==> src/rtl/pipe_ctrl_if.sv <==
// Shared memory port bundle between pipe_ctrl (master) and the memory (slave).
// Signal names keep the controller's point of view.
interface pipe_ctrl_if #(
    parameter int ADDR_W = 32,
    parameter int DATA_W = 32
);
    logic              port_req_o;
    logic              port_we_o;
    logic [ADDR_W-1:0] port_addr_o;
    logic [DATA_W-1:0] port_wdata_o;
    logic [DATA_W-1:0] port_rdata_i;
    logic              port_done_i;

    modport master (
        output port_req_o,
        output port_we_o,
        output port_addr_o,
        output port_wdata_o,
        input  port_rdata_i,
        input  port_done_i
    );

    modport slave (
        input  port_req_o,
        input  port_we_o,
        input  port_addr_o,
        input  port_wdata_o,
        output port_rdata_i,
        output port_done_i
    );
endinterface

==> src/rtl/pipe_ctrl.sv <==
// Pipeline sequencer: IF/MEM memory port arbiter, stall vector and flush control.
// Define PIPE_CTRL_RR_ARB_EN for round-robin arbitration (default: fixed MEM priority).
module pipe_ctrl #(
    parameter int ADDR_W  = 32,
    parameter int DATA_W  = 32,
    parameter int STALL_W = 6
) (
    input  logic               clk,
    input  logic               rst,
    input  logic               if_req_i,
    input  logic [ADDR_W-1:0]  if_addr_i,
    input  logic               mem_req_i,
    input  logic               mem_we_i,
    input  logic [ADDR_W-1:0]  mem_addr_i,
    input  logic [DATA_W-1:0]  mem_wdata_i,
    input  logic               id_stallreq_i,
    input  logic               ex_b_flag_i,
    pipe_ctrl_if.master        port,
    output logic               if_done_o,
    output logic               mem_done_o,
    output logic [DATA_W-1:0]  rdata_o,
    output logic [STALL_W-1:0] stall_o,
    output logic               flush_o
);

    typedef enum logic [1:0] {
        IDLE,
        IF_BUSY,
        MEM_BUSY
    } state_t;

    state_t            r_state;
    state_t            w_next;
    logic              r_flush_pend;
    logic              r_port_req;
    logic              r_port_we;
    logic [ADDR_W-1:0] r_port_addr;
    logic [DATA_W-1:0] r_port_wdata;
    logic              w_grant_if;
    logic              w_grant_mem;
    logic              w_if_busy;
    logic              w_done;

`ifdef PIPE_CTRL_RR_ARB_EN
    logic r_last_mem;
`endif

    assign w_done    = port.port_done_i;
    assign w_if_busy = (r_state == IF_BUSY);

    always_comb begin
        w_next      = r_state;
        w_grant_if  = 1'b0;
        w_grant_mem = 1'b0;
        unique case (r_state)
            IDLE: begin
`ifdef PIPE_CTRL_RR_ARB_EN
                if (mem_req_i && if_req_i) begin
                    w_grant_mem = ~r_last_mem;
                    w_grant_if  = r_last_mem;
                end else begin
                    w_grant_mem = mem_req_i;
                    w_grant_if  = if_req_i;
                end
`else
                w_grant_mem = mem_req_i;
                w_grant_if  = if_req_i & ~mem_req_i;
`endif
                if (w_grant_mem)
                    w_next = MEM_BUSY;
                else if (w_grant_if)
                    w_next = IF_BUSY;
            end
            IF_BUSY, MEM_BUSY: begin
                if (w_done)
                    w_next = IDLE;
            end
            default: w_next = IDLE;
        endcase
    end

    // A branch in the done cycle also kills the fetch, without arming the swallow.
    assign if_done_o  = w_if_busy & w_done & ~r_flush_pend & ~ex_b_flag_i;
    assign mem_done_o = (r_state == MEM_BUSY) & w_done;
    assign rdata_o    = port.port_rdata_i;
    assign flush_o    = ex_b_flag_i;

    always_comb begin
        stall_o = '0;
        if (mem_req_i && !mem_done_o)
            stall_o = STALL_W'(6'b011111);
        else if (id_stallreq_i)
            stall_o = STALL_W'(6'b000111);
        else if (if_req_i && !if_done_o)
            stall_o = STALL_W'(6'b000011);
    end

    always_ff @(posedge clk) begin
        if (rst) begin
            r_state      <= IDLE;
            r_flush_pend <= 1'b0;
            r_port_req   <= 1'b0;
            r_port_we    <= 1'b0;
            r_port_addr  <= '0;
            r_port_wdata <= '0;
        end else begin
            r_state <= w_next;
            if (w_grant_mem) begin
                r_port_req   <= 1'b1;
                r_port_we    <= mem_we_i;
                r_port_addr  <= mem_addr_i;
                r_port_wdata <= mem_wdata_i;
            end else if (w_grant_if) begin
                r_port_req  <= 1'b1;
                r_port_we   <= 1'b0;
                r_port_addr <= if_addr_i;
            end else if (r_state != IDLE && w_done) begin
                r_port_req <= 1'b0;
                r_port_we  <= 1'b0;
            end
            if (w_if_busy && w_done)
                r_flush_pend <= 1'b0;
            else if (ex_b_flag_i && (w_if_busy || w_grant_if))
                r_flush_pend <= 1'b1;
        end
    end

`ifdef PIPE_CTRL_RR_ARB_EN
    always_ff @(posedge clk) begin
        if (rst)
            r_last_mem <= 1'b0;
        else if (w_grant_mem)
            r_last_mem <= 1'b1;
        else if (w_grant_if)
            r_last_mem <= 1'b0;
    end
`endif

    assign port.port_req_o   = r_port_req;
    assign port.port_we_o    = r_port_we;
    assign port.port_addr_o  = r_port_addr;
    assign port.port_wdata_o = r_port_wdata;

endmodule

==> src/flat_wrapper.sv <==
// flat-port wrapper written by rule: the top's interface ports become plain ports
module pipe_ctrl_flat 
#(
    parameter int ADDR_W  = 32,
    parameter int DATA_W  = 32,
    parameter int STALL_W = 6
)
  (clk, rst, if_req_i, if_addr_i, mem_req_i, mem_we_i, mem_addr_i, mem_wdata_i, id_stallreq_i, ex_b_flag_i, if_done_o, mem_done_o, rdata_o, stall_o, flush_o, port_port_req_o, port_port_we_o, port_port_addr_o, port_port_wdata_o, port_port_rdata_i, port_port_done_i);
  pipe_ctrl_if #(.ADDR_W(ADDR_W), .DATA_W(DATA_W)) port_i ();
  input  logic clk;
  input  logic rst;
  input  logic if_req_i;
  input  logic [ADDR_W-1:0] if_addr_i;
  input  logic mem_req_i;
  input  logic mem_we_i;
  input  logic [ADDR_W-1:0] mem_addr_i;
  input  logic [DATA_W-1:0] mem_wdata_i;
  input  logic id_stallreq_i;
  input  logic ex_b_flag_i;
  output logic if_done_o;
  output logic mem_done_o;
  output logic [DATA_W-1:0] rdata_o;
  output logic [STALL_W-1:0] stall_o;
  output logic flush_o;
  output wire logic [$bits(port_i.port_req_o)-1:0] port_port_req_o;
  output wire logic [$bits(port_i.port_we_o)-1:0] port_port_we_o;
  output wire logic [$bits(port_i.port_addr_o)-1:0] port_port_addr_o;
  output wire logic [$bits(port_i.port_wdata_o)-1:0] port_port_wdata_o;
  input wire logic [$bits(port_i.port_rdata_i)-1:0] port_port_rdata_i;
  input wire logic [$bits(port_i.port_done_i)-1:0] port_port_done_i;
  assign port_port_req_o = port_i.port_req_o;
  assign port_port_we_o = port_i.port_we_o;
  assign port_port_addr_o = port_i.port_addr_o;
  assign port_port_wdata_o = port_i.port_wdata_o;
  assign port_i.port_rdata_i = port_port_rdata_i;
  assign port_i.port_done_i = port_port_done_i;
  pipe_ctrl #(.ADDR_W(ADDR_W), .DATA_W(DATA_W), .STALL_W(STALL_W)) u_core (.clk(clk), .rst(rst), .if_req_i(if_req_i), .if_addr_i(if_addr_i), .mem_req_i(mem_req_i), .mem_we_i(mem_we_i), .mem_addr_i(mem_addr_i), .mem_wdata_i(mem_wdata_i), .id_stallreq_i(id_stallreq_i), .ex_b_flag_i(ex_b_flag_i), .port(port_i), .if_done_o(if_done_o), .mem_done_o(mem_done_o), .rdata_o(rdata_o), .stall_o(stall_o), .flush_o(flush_o));
endmodule
==> config.mk <==
export PLATFORM = sky130hd
export DESIGN_NAME = pipe_ctrl_flat
export DESIGN_NICKNAME = d
export VERILOG_FILES = /design/src/rtl/pipe_ctrl_if.sv /design/src/rtl/pipe_ctrl.sv /design/src/flat_wrapper.sv
export SDC_FILE = /design/constraint.sdc
export NUM_CORES = 1
export LEC_CHECK = 0
export CAP_MARGIN = 20
export CELL_PAD_IN_SITES_DETAIL_PLACEMENT = 0
export CELL_PAD_IN_SITES_GLOBAL_PLACEMENT = 1
export CORE_UTILIZATION = 25
export CTS_CLUSTER_DIAMETER = 80
export DETAILED_ROUTE_END_ITERATION = 16
export PLACE_DENSITY = 0.93
export REMOVE_ABC_BUFFERS = 1
export SETUP_SLACK_MARGIN = 0.2
export SLEW_MARGIN = 20
export SYNTH_ARGS = -nofsm -noshare
export SYNTH_HDL_FRONTEND = slang
export SYNTH_SLANG_ARGS = --single-unit
export TNS_END_PERCENT = 30
==> constraint.sdc <==
create_clock -name clk -period 4.1 [get_ports clk]
set_clock_uncertainty 0.1 [all_clocks]
set_input_delay 0.615 -clock clk [delete_from_list [all_inputs] [get_ports clk]]
set_output_delay 0.615 -clock clk [all_outputs]
set_load 0.03 [all_outputs]
==> flow_results.org <==
** Pwr
- Power share of the combinational group :: 0.255
- The analysis attributes to net switching a power of 0.628 mW.
- For this design the ratio of total power to cell area is approximately 430 nW/um2.
- Sequential Power Share :: 0.356
- Power comes to 2.17 mW.
- The internal portion of the total power is 1.55 mW.
- Clock network fraction of total power :: 0.389
- Peak supply drop :: between 200 and 300 uV
- P_leak :: 1.91 nW
- Switching power share of the total :: 0.289

** Floorplan
- For this configuration, the core starts out at a cell density of 0.259.
- Die area :: 13,000 um2
- Ports placed on the boundary :: approximately 240
- The die is between 100 and 150 um tall.
- Number of rows in the core area :: 40
- Die W :: 114 um
- In this run the standard cell core region covers 12,100 um2.

** Clock network
- Number of CTS-inserted buffers :: 9
- After clock tree synthesis, the setup repair step added 0 buffers.
- Clock tree from TritonCTS :: built
- Quantity of hold-fixing buffers added after cts :: 0
- The H-tree generated during clock tree synthesis spans 3 levels.
- Insertion delay to the later sink of the worst-skew pair :: 330 ps
- CTS-repair resized insts :: 0
- Largest buffer count on any clock path :: 2
- The tree built by TritonCTS fans out to 69 sinks.
- CTS clk-pin slew, worst paths :: 50 ps
- Cell at the root of the clock tree :: sky130_fd_sc_hd__clkbuf_16

** STA
- Setup total negative slack on the finished layout was measured at 0 ps.
- Least setup slack across all paths after layout :: 856 ps
- The worst pin sits at a relative slew slack of 0.591.
- Subtracting the final worst setup slack from the clock period gives 3240 ps.
- Derived from the worst setup path, the maximum achievable clock frequency is 308 MHz.
- Unrepaired setup endpoints after global routing :: false
- Share of the clock period used by the worst path after layout :: 0.791
- Pin slew with the least headroom to its limit :: 614 ps
- Setup violations remaining at the end of the flow were counted as 0.
- Final hold analysis gives a worst-case slack of 351 ps.
- The number of endpoints with negative hold slack in the final report was 0.
- The final max-slew violation count came to 0.

** Setup path
- Startpoint-to-endpoint class of the critical path :: input port to primary output
- STA puts the critical path data required time at around 3400 ps.
- In this run the worst setup path begins at port_port_done_i.
- At the worst endpoint, the arrival time is 2530 ps.
- RR Startpoint :: u_core.r_state[0]
- Peak fanout along the critical path :: 7
- STA classifies the critical path startpoint as an input port.
- Cell with the biggest individual delay on the critical path :: sky130_fd_sc_hd__clkdlybuf4s50_1
- Cells along the critical path :: clkdlybuf4s50_1, a21boi_0, or2_2, o21bai_1, clkdlybuf4s50_1
- Counting stages on the worst path, the most repeated cell is sky130_fd_sc_hd__clkdlybuf4s50_1.
- On the worst path, the slowest cell contributes a delay of 630 ps.
- Sort of element at the end of the critical path :: primary output

** Detailed routing
- The detail route stage leaves a number of antenna-violating nets equal to 0.
- In the routed design, unresolved DRC markers number 0.
- The first routing iteration left approximately 130 violations.
- Across all layers, the routed design uses 2,762 vias.
- Dividing the detail-routed wire length by the instance count gives 15.2 um.
- The first detailed-routing pass took 6 iterations.
- Dividing the detail-routed via count by the number of cells gives 4.38.
- Total wire length :: 9620 um

** Global routing
- Vias in the first global route :: roughly 2,800
- The initial antenna violation count came to 0.
- Summed over all layers, the global routing overflow is 0.
- Entering global routing, the biggest net connects 38 pins.
- The first global-routing pass estimated about 14,000 um of wire.
- In the global route stage, overall resource usage came out at 0.149.

** Placed design
- Number of port buffers :: 177
- Once placement finished, the instance area stood at between 4000 and 5000 um2.
- Summed over all nets, the half-perimeter wirelength after detailed placement is slightly below 7000 um.
- Placed cells :: 615
- Last weighted congestion value of the routability-driven placer :: approximately 0.71
- Dpl ws :: slightly below 900 ps

** Synthesis
- In the synthesized netlist the dominant register cell turns out to be sky130_fd_sc_hd__dfxtp_1.
- The average instance in the mapped netlist occupies 9.61 um2.
- After synthesis the netlist holds a flip-flop and latch count of 69.
- Yosys attributes the largest share of cell area to sky130_fd_sc_hd__dfxtp_1, sky130_fd_sc_hd__mux2i_1, sky130_fd_sc_hd__buf_4, sky130_fd_sc_hd__nand2_1, sky130_fd_sc_hd__o2bb2ai_1.
- Number of library cell types mapped by synthesis :: 35
- Post-synth top area share :: 0.441
- The cell count after synthesis came out at 326.
- The mapped netlist covers roughly 3100 um2.
- Share of synthesized flip-flops with an asynchronous set or reset :: 0
- Yosys warnings :: 0
- Post-synth EDFFs :: 0
- The largest total area in the synthesized netlist belongs to sky130_fd_sc_hd__dfxtp_1.
- Among all cell types in the netlist, the one instantiated most often is sky130_fd_sc_hd__dfxtp_1.
- The commonest cells after synthesis are sky130_fd_sc_hd__dfxtp_1, sky130_fd_sc_hd__nand2_1, sky130_fd_sc_hd__buf_4.
- The share of the Yosys chip area taken by registers is 0.441.

** Layout
- Share of layout cells above drive strength 1 :: 0.0778
- After routing the design area is 5030 um2.
- At the end of the flow the core is filled with cells to 0.415.
- Once layout is complete, the cells apart from fillers number 631.
- Synth-to-layout area growth :: 60.4%
- Nets@finish :: 597
- Ant diodes :: 0

** Min path
- Source of the worst hold timing path :: u_core.port.port_wdata_o[19]
- The path class of the tightest hold or removal check is flop to flop.

** Flow run
- Number of violations of the max-capacitance limit :: 0

** Outcome
- Status :: finished clean
-- layer usage --
layer / GRT usage / routed length (um)
met1: 0.166 / 3960
met2: 0.210 / 3950
met3: 0.109 / 1550
met4: 0.0649 / 158
met5: 0.0157 / 0
-- worst max-delay path: cells and delay by family --
family,cells,cell delay [ps]
AO/OA/AOI/OAI,2,370
AND/OR/NAND/NOR,1,310
buffers and inverters,2,1230
-- logic make-up after synthesis --
family,after synthesis,share of synthesized area
AND/OR/NAND/NOR,78,0.102
AO/OA/AOI/OAI,77,0.193
flip-flops,69,0.441
buffers and inverters,66,0.149
multiplexers,32,0.102
adder cells (fa/ha/maj),3,0.0120
other,1,0.00120
-- power groups by stage --
stage / logic, mW / registers (mW) / clock network (mW)
floorplan: 0.144 / 0.908 / 0
global placement: 0.550 / 0.785 / 0
detailed placement: 0.557 / 0.787 / 0
CTS: 0.560 / 0.774 / 0.877
global route: 0.591 / 0.782 / 0.899
finish: 0.554 / 0.774 / 0.846
-- path summary, 6_finish.rpt --
check / endpoint / slack, ps / cells past startpoint
worst max register to register: u_core.port.port_wdata_o[9] / 2270 / 5
worst max-delay path: stall_o[0] / 860 / 5
worst min register to register: u_core.port.port_wdata_o[19] / 350 / 2
worst min-delay path: u_core.port.port_wdata_o[19] / 350 / 2
-- state kept, by name, indices dropped and copies added, names as in the netlist --
name                      count
u_core.r_flush_pend           1
u_core.port.port_wdata_o     32
u_core.r_state                2
u_core.port.port_req_o        1
u_core.port.port_addr_o      32
u_core.port.port_we_o         1
-- area by class of cell --
cell class	count	area, um2
Fill cell	1152	7080
Timing Repair Buffer	181	1800
Sequential cell	69	1380
Multi-Input combinational cell	191	1290
Clock buffer	10	239
Tap cell	168	210
Clock inverter	6	86.3
Inverter	6	22.5
-- placed cells by master, fill, tap and decap left out, drive strengths merged, types with 2 or more instances in the layout --
master         synthesis  routed
a21oi                 35      35
buf                   55       5
bufinv                 0       2
clkbuf                 5      10
clkdlybuf4s50          0     176
clkinv                 0       3
dfxtp                 69      69
ha                     3       3
inv                    6       6
mux2i                 32      32
nand2                 68      68
o21ai                  2       2
o2bb2ai               32      32
or2                    2       2
Note: power is estimated with default switching activity, not from simulation.
